File: config.mk
export PLATFORM = sky130hd
export DESIGN_NAME = vision_test_ctrl_flat
export DESIGN_NICKNAME = d
export VERILOG_FILES = /design/src/rtl/vision_test_ctrl_if.sv /design/src/rtl/vision_test_ctrl.sv /design/src/flat_wrapper.sv
export SDC_FILE = /design/constraint.sdc
export NUM_CORES = 1
export LEC_CHECK = 0
export BUFFER_PORTS_ARGS = -buffer_cell sky130_fd_sc_hd__buf_2
export CAP_MARGIN = 5
export CORE_ASPECT_RATIO = 1.2
export CORE_MARGIN = 2
export CORE_UTILIZATION = 61
export CTS_CLUSTER_SIZE = 24
export DETAILED_ROUTE_END_ITERATION = 12
export GPL_TIMING_DRIVEN = 0
export HOLD_SLACK_MARGIN = 0.05
export PLACE_DENSITY_LB_ADDON = 0.1
export SLEW_MARGIN = 15
export SYNTH_ARGS = -nofsm -noshare
export SYNTH_HDL_FRONTEND = slang
export SYNTH_SLANG_ARGS = --single-unit
File: constraint.sdc
create_clock -name sys_clk -period 4.16 [get_ports sys_clk]
set_input_delay 0.624 -clock sys_clk [delete_from_list [all_inputs] [get_ports sys_clk]]
set_output_delay 0.624 -clock sys_clk [all_outputs]
set_load 0.005 [all_outputs]
File: src/rtl/vision_test_ctrl_if.sv
// rtl/vision_test_ctrl_if.sv - key inputs and display/result outputs of the vision test sequencer
interface vision_test_ctrl_if;
  logic       key_restart;
  logic       key_up;
  logic       key_down;
  logic       key_left;
  logic       key_right;
  logic       disp_en;
  logic [1:0] dir;
  logic [2:0] level;
  logic       ans_valid;
  logic       ans_ok;
  logic       done;
  logic [2:0] result;
  logic [3:0] trial_cnt;

  modport master (
    output key_restart, key_up, key_down, key_left, key_right,
    input  disp_en, dir, level, ans_valid, ans_ok, done, result, trial_cnt
  );

  modport slave (
    input  key_restart, key_up, key_down, key_left, key_right,
    output disp_en, dir, level, ans_valid, ans_ok, done, result, trial_cnt
  );
endinterface

File: src/rtl/vision_test_ctrl.sv
// rtl/vision_test_ctrl.sv - E-chart vision test sequencer: level stepping, response judging, acuity result
// Optional per-optotype response timeout is built when VT_TIMEOUT_EN is defined.
module vision_test_ctrl #(
  parameter int         BLANK_CYCLES   = 50,
  parameter int         TIMEOUT_CYCLES = 200000,
  parameter logic [7:0] LFSR_SEED      = 8'hA5,
  parameter logic [2:0] START_LEVEL    = 3'd4
) (
  input logic               sys_clk,
  input logic               sys_rst,
  vision_test_ctrl_if.slave bus
);
  localparam int              BL_W     = (BLANK_CYCLES > 1) ? $clog2(BLANK_CYCLES) : 1;
  localparam logic [BL_W-1:0] BL_LAST  = BL_W'(BLANK_CYCLES - 1);
  localparam logic [2:0]      LVL_MAX  = 3'd5;
  localparam logic [2:0]      LVL_FAIL = 3'd7;

  typedef enum logic [1:0] {IDLE, SHOW, BLANK, DONE} state_t;
  typedef enum logic {DESC, ASC} mode_t;

  state_t          state_q, state_d;
  mode_t           mode_q, mode_d;
  logic            wrong_seen_q, wrong_seen_d;
  logic [7:0]      lfsr_q;
  logic [BL_W-1:0] blank_cnt_q, blank_cnt_d;
  logic            disp_en_q, disp_en_d;
  logic [1:0]      dir_q, dir_d;
  logic [2:0]      level_q, level_d;
  logic            ans_valid_q, ans_valid_d;
  logic            ans_ok_q, ans_ok_d;
  logic            done_q, done_d;
  logic [2:0]      result_q, result_d;
  logic [3:0]      trial_cnt_q, trial_cnt_d;

  logic [3:0] keys;
  logic       key_any;
  logic       key_hit;
  logic [1:0] cand;
  logic [1:0] draw_dir;
  logic       timeout_hit;
  logic       go_blank;
  logic       go_done;

  assign keys    = {bus.key_right, bus.key_left, bus.key_down, bus.key_up};
  assign key_any = |keys;
  assign key_hit = (keys == (4'b0001 << dir_q));

  // dir_q always holds the last drawn direction, so it doubles as prev_dir
  assign cand     = lfsr_q[1:0];
  assign draw_dir = (cand == dir_q) ? cand + 2'd1 : cand;

`ifdef VT_TIMEOUT_EN
  localparam int TO_W = (TIMEOUT_CYCLES > 1) ? $clog2(TIMEOUT_CYCLES) : 1;
  logic [TO_W-1:0] to_cnt_q;

  always_ff @(posedge sys_clk or negedge sys_rst) begin
    if (!sys_rst) begin
      to_cnt_q <= '0;
    end else if (state_d == SHOW && (state_q != SHOW || bus.key_restart)) begin
      to_cnt_q <= '0;
    end else if (state_q == SHOW) begin
      to_cnt_q <= to_cnt_q + 1'b1;
    end
  end

  assign timeout_hit = (state_q == SHOW) && (to_cnt_q == TO_W'(TIMEOUT_CYCLES - 1));
`else
  logic unused_timeout_cfg;
  assign unused_timeout_cfg = (TIMEOUT_CYCLES == 0);
  assign timeout_hit        = 1'b0;
`endif

  always_ff @(posedge sys_clk or negedge sys_rst) begin
    if (!sys_rst) begin
      state_q      <= IDLE;
      mode_q       <= DESC;
      wrong_seen_q <= 1'b0;
      lfsr_q       <= LFSR_SEED;
      blank_cnt_q  <= '0;
      disp_en_q    <= 1'b0;
      dir_q        <= 2'd0;
      level_q      <= START_LEVEL;
      ans_valid_q  <= 1'b0;
      ans_ok_q     <= 1'b0;
      done_q       <= 1'b0;
      result_q     <= 3'd0;
      trial_cnt_q  <= 4'd0;
    end else begin
      state_q      <= state_d;
      mode_q       <= mode_d;
      wrong_seen_q <= wrong_seen_d;
      lfsr_q       <= {lfsr_q[6:0], lfsr_q[7] ^ lfsr_q[5] ^ lfsr_q[4] ^ lfsr_q[3]};
      blank_cnt_q  <= blank_cnt_d;
      disp_en_q    <= disp_en_d;
      dir_q        <= dir_d;
      level_q      <= level_d;
      ans_valid_q  <= ans_valid_d;
      ans_ok_q     <= ans_ok_d;
      done_q       <= done_d;
      result_q     <= result_d;
      trial_cnt_q  <= trial_cnt_d;
    end
  end

  always_comb begin
    state_d      = state_q;
    mode_d       = mode_q;
    wrong_seen_d = wrong_seen_q;
    blank_cnt_d  = blank_cnt_q;
    disp_en_d    = disp_en_q;
    dir_d        = dir_q;
    level_d      = level_q;
    ans_valid_d  = 1'b0;
    ans_ok_d     = 1'b0;
    done_d       = done_q;
    result_d     = result_q;
    trial_cnt_d  = trial_cnt_q;
    go_blank     = 1'b0;
    go_done      = 1'b0;

    if (bus.key_restart) begin
      state_d      = SHOW;
      mode_d       = DESC;
      wrong_seen_d = 1'b0;
      disp_en_d    = 1'b1;
      dir_d        = draw_dir;
      level_d      = START_LEVEL;
      done_d       = 1'b0;
      trial_cnt_d  = 4'd0;
    end else begin
      case (state_q)
        SHOW: begin
          if (key_any || timeout_hit) begin
            ans_valid_d = 1'b1;
            ans_ok_d    = key_hit;
            trial_cnt_d = (trial_cnt_q == 4'd15) ? trial_cnt_q : trial_cnt_q + 4'd1;
            if (mode_q == DESC) begin
              if (!key_hit) begin
                wrong_seen_d = 1'b1;
                if (level_q != 3'd0) begin
                  level_d  = level_q - 3'd1;
                  go_blank = 1'b1;
                end else begin
                  result_d = LVL_FAIL;
                  go_done  = 1'b1;
                end
              end else if (!wrong_seen_q) begin
                mode_d = ASC;
                if (level_q >= LVL_MAX) begin
                  result_d = LVL_MAX;
                  go_done  = 1'b1;
                end else begin
                  level_d  = level_q + 3'd1;
                  go_blank = 1'b1;
                end
              end else begin
                result_d = level_q;
                go_done  = 1'b1;
              end
            end else begin
              if (key_hit && level_q < LVL_MAX) begin
                level_d  = level_q + 3'd1;
                go_blank = 1'b1;
              end else if (key_hit) begin
                result_d = LVL_MAX;
                go_done  = 1'b1;
              end else begin
                // ascending run only starts after a pass, so level-1 is the last passed level
                result_d = level_q - 3'd1;
                go_done  = 1'b1;
              end
            end
          end
          if (go_blank) begin
            state_d     = BLANK;
            disp_en_d   = 1'b0;
            blank_cnt_d = '0;
          end
          if (go_done) begin
            state_d   = DONE;
            disp_en_d = 1'b0;
            done_d    = 1'b1;
          end
        end
        BLANK: begin
          if (blank_cnt_q == BL_LAST) begin
            state_d   = SHOW;
            disp_en_d = 1'b1;
            dir_d     = draw_dir;
          end else begin
            blank_cnt_d = blank_cnt_q + 1'b1;
          end
        end
        default: begin
        end
      endcase
    end
  end

  assign bus.disp_en   = disp_en_q;
  assign bus.dir       = dir_q;
  assign bus.level     = level_q;
  assign bus.ans_valid = ans_valid_q;
  assign bus.ans_ok    = ans_ok_q;
  assign bus.done      = done_q;
  assign bus.result    = result_q;
  assign bus.trial_cnt = trial_cnt_q;
endmodule

File: src/flat_wrapper.sv
// flat-port wrapper written by rule: the top's interface ports become plain ports
module vision_test_ctrl_flat 
#(
  parameter int         BLANK_CYCLES   = 50,
  parameter int         TIMEOUT_CYCLES = 200000,
  parameter logic [7:0] LFSR_SEED      = 8'hA5,
  parameter logic [2:0] START_LEVEL    = 3'd4
)
  (sys_clk, sys_rst, bus_key_restart, bus_key_up, bus_key_down, bus_key_left, bus_key_right, bus_disp_en, bus_dir, bus_level, bus_ans_valid, bus_ans_ok, bus_done, bus_result, bus_trial_cnt);
  vision_test_ctrl_if bus_i ();
  input logic sys_clk;
  input logic sys_rst;
  input wire logic [$bits(bus_i.key_restart)-1:0] bus_key_restart;
  input wire logic [$bits(bus_i.key_up)-1:0] bus_key_up;
  input wire logic [$bits(bus_i.key_down)-1:0] bus_key_down;
  input wire logic [$bits(bus_i.key_left)-1:0] bus_key_left;
  input wire logic [$bits(bus_i.key_right)-1:0] bus_key_right;
  output wire logic [$bits(bus_i.disp_en)-1:0] bus_disp_en;
  output wire logic [$bits(bus_i.dir)-1:0] bus_dir;
  output wire logic [$bits(bus_i.level)-1:0] bus_level;
  output wire logic [$bits(bus_i.ans_valid)-1:0] bus_ans_valid;
  output wire logic [$bits(bus_i.ans_ok)-1:0] bus_ans_ok;
  output wire logic [$bits(bus_i.done)-1:0] bus_done;
  output wire logic [$bits(bus_i.result)-1:0] bus_result;
  output wire logic [$bits(bus_i.trial_cnt)-1:0] bus_trial_cnt;
  assign bus_i.key_restart = bus_key_restart;
  assign bus_i.key_up = bus_key_up;
  assign bus_i.key_down = bus_key_down;
  assign bus_i.key_left = bus_key_left;
  assign bus_i.key_right = bus_key_right;
  assign bus_disp_en = bus_i.disp_en;
  assign bus_dir = bus_i.dir;
  assign bus_level = bus_i.level;
  assign bus_ans_valid = bus_i.ans_valid;
  assign bus_ans_ok = bus_i.ans_ok;
  assign bus_done = bus_i.done;
  assign bus_result = bus_i.result;
  assign bus_trial_cnt = bus_i.trial_cnt;
  vision_test_ctrl #(.BLANK_CYCLES(BLANK_CYCLES), .TIMEOUT_CYCLES(TIMEOUT_CYCLES), .LFSR_SEED(LFSR_SEED), .START_LEVEL(START_LEVEL)) u_core (.sys_clk(sys_clk), .sys_rst(sys_rst), .bus(bus_i));
endmodule
# After elaboration in Yosys (flattened, before gate mapping)
# Index checks and enable logic that the tools add are counted.
# Widths: inputs -> output; s select.
dict set report op_classes {
  addsub 5
  n_mul 0
  n_div 0
  n_lt_le_gt_ge 2
  eq_ne 19
  shift 1
  mux 75
  bitwise_logic 4
  n_reduce_logical 20
}
# op n
set ops {}
lappend ops {{$mux 3} 16}
lappend ops {{$mux 1} 42}
lappend ops {{$mux 2} 8}
lappend ops {{$mux 4} 4}
lappend ops {{$mux 6} 2}
lappend ops {{$pmux 6 s2} 1}
lappend ops {{$reduce_and 6->1} 2}
lappend ops {{$reduce_bool 2->1} 6}
lappend ops {{$ne 2x2->1 const B} 5}
lappend ops {{$ne 4x2->1 const B} 2}
lappend ops {{$ne 4x3->1 const B} 2}
lappend ops {{$reduce_and 4->1} 2}
lappend ops {{$add 6x1->6 const B} 1}
lappend ops {{$eq 6x6->1 const B} 1}
lappend ops {{$reduce_and 2->1} 3}
lappend ops {{$reduce_and 3->1} 2}
lappend ops {{$reduce_bool 3->1} 2}
lappend ops {{$add 4x1->4 const B} 1}
lappend ops {{$eq 4x4->1} 1}
lappend ops {{$eq 4x4->1 const B} 1}
lappend ops {{$pmux 2 s2} 1}
lappend ops {{$reduce_bool 4->1} 1}
lappend ops {{$reduce_or 4->1} 1}
lappend ops {{$shl 1x2->4 const A} 1}
lappend ops {{other kinds (16)} 18}
dict set report totals {
  reg_bits 34
  latchBits 0
  mem_bits_rw 0
  mem_bits_ro 0
  input_bits 7
  output_inout_bits 16
  word_cells 139
  memories 0
}

# Longest topological paths before layout
dict set report logic_depth {
  depth_word 12
  ltp_mapped 8
  depth_no_buf 7
}

# Least setup slack after synthesis
# Ideal clock, no wire load.
dict set report synth_path {
  kind {input -> register}
  from {in bus_key_right}
  to {reg u_core.blank_cnt_q[0]}
  setup_ps 128
  arrival_ps 1857
  t_required_ps 4032
  path_slack_ps 2175
  path_stages 5
  n_path_buf 0
  cell_sequence {nor3b_1 > o21ai_2 > a21o_2 > a31oi_2 > mux2_1}
}
dict set report synth_between {
  elab_chain_cells 9
  word_cells_on_any_way 11
  cone_classes {eq/ne (2); mux (6); reduce/logical (3)}
}
# element line
set synth_lines {}
lappend synth_lines {{start, declared} flat_wrapper.sv:17} ;# input wire logic [$bits(bus_i.key_right)-1:0] bus_key_right;
lappend synth_lines {{$eq 4x4->1} vision_test_ctrl.sv:46} ;# assign key_hit = (keys == (4'b0001 << dir_q));
lappend synth_lines {{$logic_and 1x1->1} vision_test_ctrl.sv:161} ;# if (key_hit && level_q < LVL_MAX) begin
lappend synth_lines {{$mux 1} vision_test_ctrl.sv:161}
lappend synth_lines {{$mux 1} vision_test_ctrl.sv:137} ;# if (mode_q == DESC) begin
lappend synth_lines {{$mux 1 (*)} vision_test_ctrl.sv:133} ;# if (key_any || timeout_hit) begin
lappend synth_lines {{$mux 1 (*)} vision_test_ctrl.sv:131} ;# case (state_q)
lappend synth_lines {{$mux 1 (*)} vision_test_ctrl.sv:121} ;# if (bus.key_restart) begin
lappend synth_lines {{$ne 2x1->1 (no source line) (*)} --}
lappend synth_lines {{$reduce_and 4->1 (no source line) (*)} --}
lappend synth_lines {{end signal, assigned} vision_test_ctrl.sv:93} ;# blank_cnt_q <= blank_cnt_d;
lappend synth_lines {{end, declared} vision_test_ctrl.sv:25} ;# logic [BL_W-1:0] blank_cnt_q, blank_cnt_d;
# Mark *: on every way between the ends. The rest lies on a longest branch, timed or not. The select of a mux whose other input is x is not followed.
# A chain may end at the register's enable or synchronous reset.

# Final worst setup path
dict set report layout_path {
  from {reg u_core.level_q[0] (netlist: u_core.bus.level[0])}
  to {reg u_core.blank_cnt_q[0]}
}
dict set report layout_between {
  elab_chain_cells 10
  word_cells_on_any_way 15
  cone_classes {order compare (2); eq/ne (1); mux (9); reduce/logical (3)}
}
# element line
set layout_lines {}
lappend layout_lines {{start, declared} vision_test_ctrl.sv:28} ;# logic [2:0] level_q, level_d;
lappend layout_lines {{start signal, assigned} vision_test_ctrl.sv:96} ;# level_q <= level_d;
lappend layout_lines {{$ge 3x3->1} vision_test_ctrl.sv:149} ;# if (level_q >= LVL_MAX) begin
lappend layout_lines {{$mux 1} vision_test_ctrl.sv:149}
lappend layout_lines {{$mux 1} vision_test_ctrl.sv:147} ;# end else if (!wrong_seen_q) begin
lappend layout_lines {{$mux 1} vision_test_ctrl.sv:138} ;# if (!key_hit) begin
lappend layout_lines {{$mux 1 (*)} vision_test_ctrl.sv:137}
lappend layout_lines {{$mux 1 (*)} vision_test_ctrl.sv:133}
lappend layout_lines {{$mux 1 (*)} vision_test_ctrl.sv:131}
lappend layout_lines {{$mux 1 (*)} vision_test_ctrl.sv:121}
lappend layout_lines {{$ne 2x1->1 (no source line) (*)} --}
lappend layout_lines {{$reduce_and 4->1 (no source line) (*)} --}
# Marked as above.

==> impl_results.md <==
- Status: finished, final reports clean
- Rel. slew slack: between 30% and 40%
- Crit-path leading delay family: simple AND/OR/NAND/NOR gates
- Dpl cell area: approximately 2200 sq um
- Clk_lat worst skew: 350 ps
- Fin nets: approximately 240
- GRT Total Usage: 25.5%
- CP required: 4400 ps
- Final Core Density: 71.5%
- CP Capture Type: flip-flop
- Power density cells: slightly below 500 nW/um^2
- Number of flops mapped to enable cells by yosys: 0
- Hold_ws: between 300 and 400 ps
- FMAX: around 470 MHz
- Layout Cells excl Fill: 262
- Pre-antenna DRT Iters: 6
- MaxCap Viol Count: 0
- Syn Area/Cell: between 10 and 15 sq um
- Sequential area share after synthesis: between 40% and 50%
- CTS tree: built
- Vias in the first global route: roughly 1600
- Class of the worst hold path: input pin to async pin
- RD Place Congestion: 0.856
- Setup violators final: 0
- Via Count: between 1500 and 2000
- Post-Layout Inst Area: 2220 sq um
- Final worst slack: 2050 ps
- Synthesized flop and latch total: 34
- Routed Antenna Nets: 0
- N_diodes: 0
- Commonest cells after routing, fill and taps aside: dfrtp_1, buf_2, nor2_1, inv_1, nor3_1
- Worst Path Class, Setup: flip-flop to flip-flop
- Most common cell after layout, fill and taps aside: dfrtp_1
- Ys Warns: 0
- Cell row count: 22
- Clock Tree Buf Depth: 2
- Post-DR wirelength/cell: 16.8 microns
- CTS hold repair buffers: 0
- RSZ-0062 raised after global routing: no
- Crit-path cells: inv_1 -> ha_1 -> nor2b_1 -> nor3_1 -> nand3_1 -> a31oi_2 -> mux2_1
- Crit-path max cell delay: roughly 520 ps
- Met1 WL: about 2.0 mm
- Die Y: 66.9 microns
- Starting Density: approximately 65%
- DR vias/cell: around 6.3
- First-pass GRT wire length: 7.38 mm
- Fin crit period: ~2100 ps
- Final Cycle Share: approximately half
- Post-Route Skew: 17.0 ps
- Die area: around 3800 sq um
- H-tree level count: 2
- Ys async rst share: 100%
- Ports: 23
- Post-synth cell types: between 50 and 60
- Final wirelength: 4.41 mm
- Dpl cells: approximately 250
- Syn nets: approximately 210
- CP startpoint kind: flip-flop
- Hold Fails Final Rpt: 0
- CP max FO: 8
- Total negative setup slack: 0 ps
- WP buf/inv: 1
- Peak supply drop: between 300 and 400 uV
- Num CTS Buffers: 5
- Clk sinks: 34
- Slew @ Worst Pin: 925 ps
- Leakage: just under 1 nW
- GRT overflow: 0
- Pins Over Slew Limit: 0
- Cell Area, Synth: approximately 2000 sq um
- Area Overhead vs Synth: 10.4%
- DR WL met2: 2.12 mm
- DP HPWL: around 3.2 mm
- Root buffer cell: clkbuf_4
- Share of layout cells above drive strength 1: 25.2%
- Highest routed layer: met4
- Input/output buffers: 21
- Iteration-0 DRC Markers: between 100 and 150
- Reg2Reg Setup Slack: between 2000 and 2500 ps
- Die width: around 56 microns
- CP arrival: ~2400 ps
- Core ar.: 3110 sq um
- Synth Instances: ~200
- Antenna violations before repair: 0
- Placement Setup Slack: about 1800 ps
- Clk pin slew, worst setup/hold paths: 110 ps
- DRC viols: 0
- Primary FF master, synth: dfrtp_1
- # resized after CTS: 0
- Post-CTS Setup Repair Bufs: 0
- Pwr Total: approximately 1.1 mW
- Total length of routed met3 wires: ~190 microns
- Pin count of the biggest net entering global routing: 35
- Slowest CP cell: dfrtp_1
[synthesized netlist by cell type (2+ instances only)]
| library cell | count | area share [%] |
|---|---|---|
| nor4_1 | 3 | 0.93 |
| o21a_1 | 2 | 0.75 |
| or3_1 | 3 | 0.93 |
| nand2b_1 | 3 | 0.93 |
| mux2_1 | 2 | 1.1 |
| o21ai_0 | 8 | 2.0 |
| nor3_1 | 11 | 2.7 |
| dfstp_2 | 5 | 6.5 |
| a21oi_1 | 7 | 1.7 |
| clkbuf_1 | 5 | 0.93 |
| nand3_1 | 8 | 2.0 |
| and3_1 | 2 | 0.62 |
| mux2_2 | 4 | 2.2 |
| a2111oi_0 | 2 | 0.87 |
| o22ai_1 | 3 | 0.93 |
| xnor2_1 | 6 | 2.6 |
| xor2_1 | 2 | 0.87 |
| dfrtp_1 | 29 | 36 |
| inv_1 | 12 | 2.2 |
| mux2i_1 | 2 | 0.99 |
| a211oi_1 | 2 | 0.75 |
| a221o_1 | 3 | 1.5 |
| nor2_1 | 17 | 3.2 |
| a31oi_1 | 3 | 0.93 |
| nand4b_1 | 2 | 0.87 |
| a22oi_1 | 2 | 0.75 |
| nand2_1 | 9 | 1.7 |
| o211ai_1 | 2 | 0.75 |
| nor4_2 | 3 | 1.9 |
| ha_1 | 9 | 5.6 |
[where the power goes]
| part | internal, mW | switching, mW |
|---|---|---|
| Sequential | 0.391 | 0.0572 |
| Clock | 0.0819 | 0.112 |
| Combinational | 0.191 | 0.267 |
| Total | 0.664 | 0.436 |
[metal layers]
metal | vias to the layer above | GRT usage [%]
met4 | 0 | 12.2
met2 | 49 | 41.1
met5 | - | 0
met1 | 800 | 32.8
li1 | 788 | -
met3 | 10 | 5.05
[state kept, by name, indices dropped and copies added (netlist names)]
signal	flops
u_core.bus.ans_valid	1
u_core.bus.level	3
u_core.wrong_seen_q	1
u_core.blank_cnt_q	6
u_core.bus.trial_cnt	4
u_core.lfsr_q	8
u_core.state_q	2
u_core.bus.done	1
u_core.bus.ans_ok	1
u_core.bus.dir	2
u_core.mode_q	1
u_core.bus.disp_en	1
u_core.bus.result	3
[final cells by class]
cell class | instances | area [sq um]
Multi-Input combinational cell | 145 | 1090
Fill cell | 236 | 887
Sequential cell | 34 | 857
Timing Repair Buffer | 21 | 105
Clock buffer | 7 | 55.1
Inverter | 12 | 45.0
Tap cell | 36 | 45.0
Buffer | 6 | 23.8
Clock inverter | 1 | 5.00
[final timing paths]
| check | to | startpoint | depth (start not counted) |
|---|---|---|---|
| worst max register to register | u_core.blank_cnt_q[0]$_DFFE_PN0P_ | u_core.bus.level[0]$_DFFE_PN0P_ | 7 |
| worst max-delay path | u_core.blank_cnt_q[0]$_DFFE_PN0P_ | u_core.bus.level[0]$_DFFE_PN0P_ | 7 |
| min in group sys_clk | u_core.lfsr_q[7]$_DFF_PN1_ | u_core.lfsr_q[6]$_DFF_PN0_ | 0 |
| max in group asynchronous | u_core.mode_q$_DFFE_PN0P_ | sys_rst | 1 |
| worst min-delay path | u_core.blank_cnt_q[2]$_DFFE_PN0P_ | sys_rst | 1 |
| worst min register to register | u_core.lfsr_q[7]$_DFF_PN1_ | u_core.lfsr_q[6]$_DFF_PN0_ | 0 |
[cell families after synthesis]
| logic type | share of synthesized area [%] |
|---|---|
| AO/OA/AOI/OAI | 18.8 |
| XOR/XNOR | 3.48 |
| adder cells (fa/ha/maj) | 5.59 |
| buffers and inverters | 3.42 |
| flip-flops | 42.6 |
| multiplexers | 4.35 |
| AND/OR/NAND/NOR | 21.8 |
(Power assumes the default switching activity.)
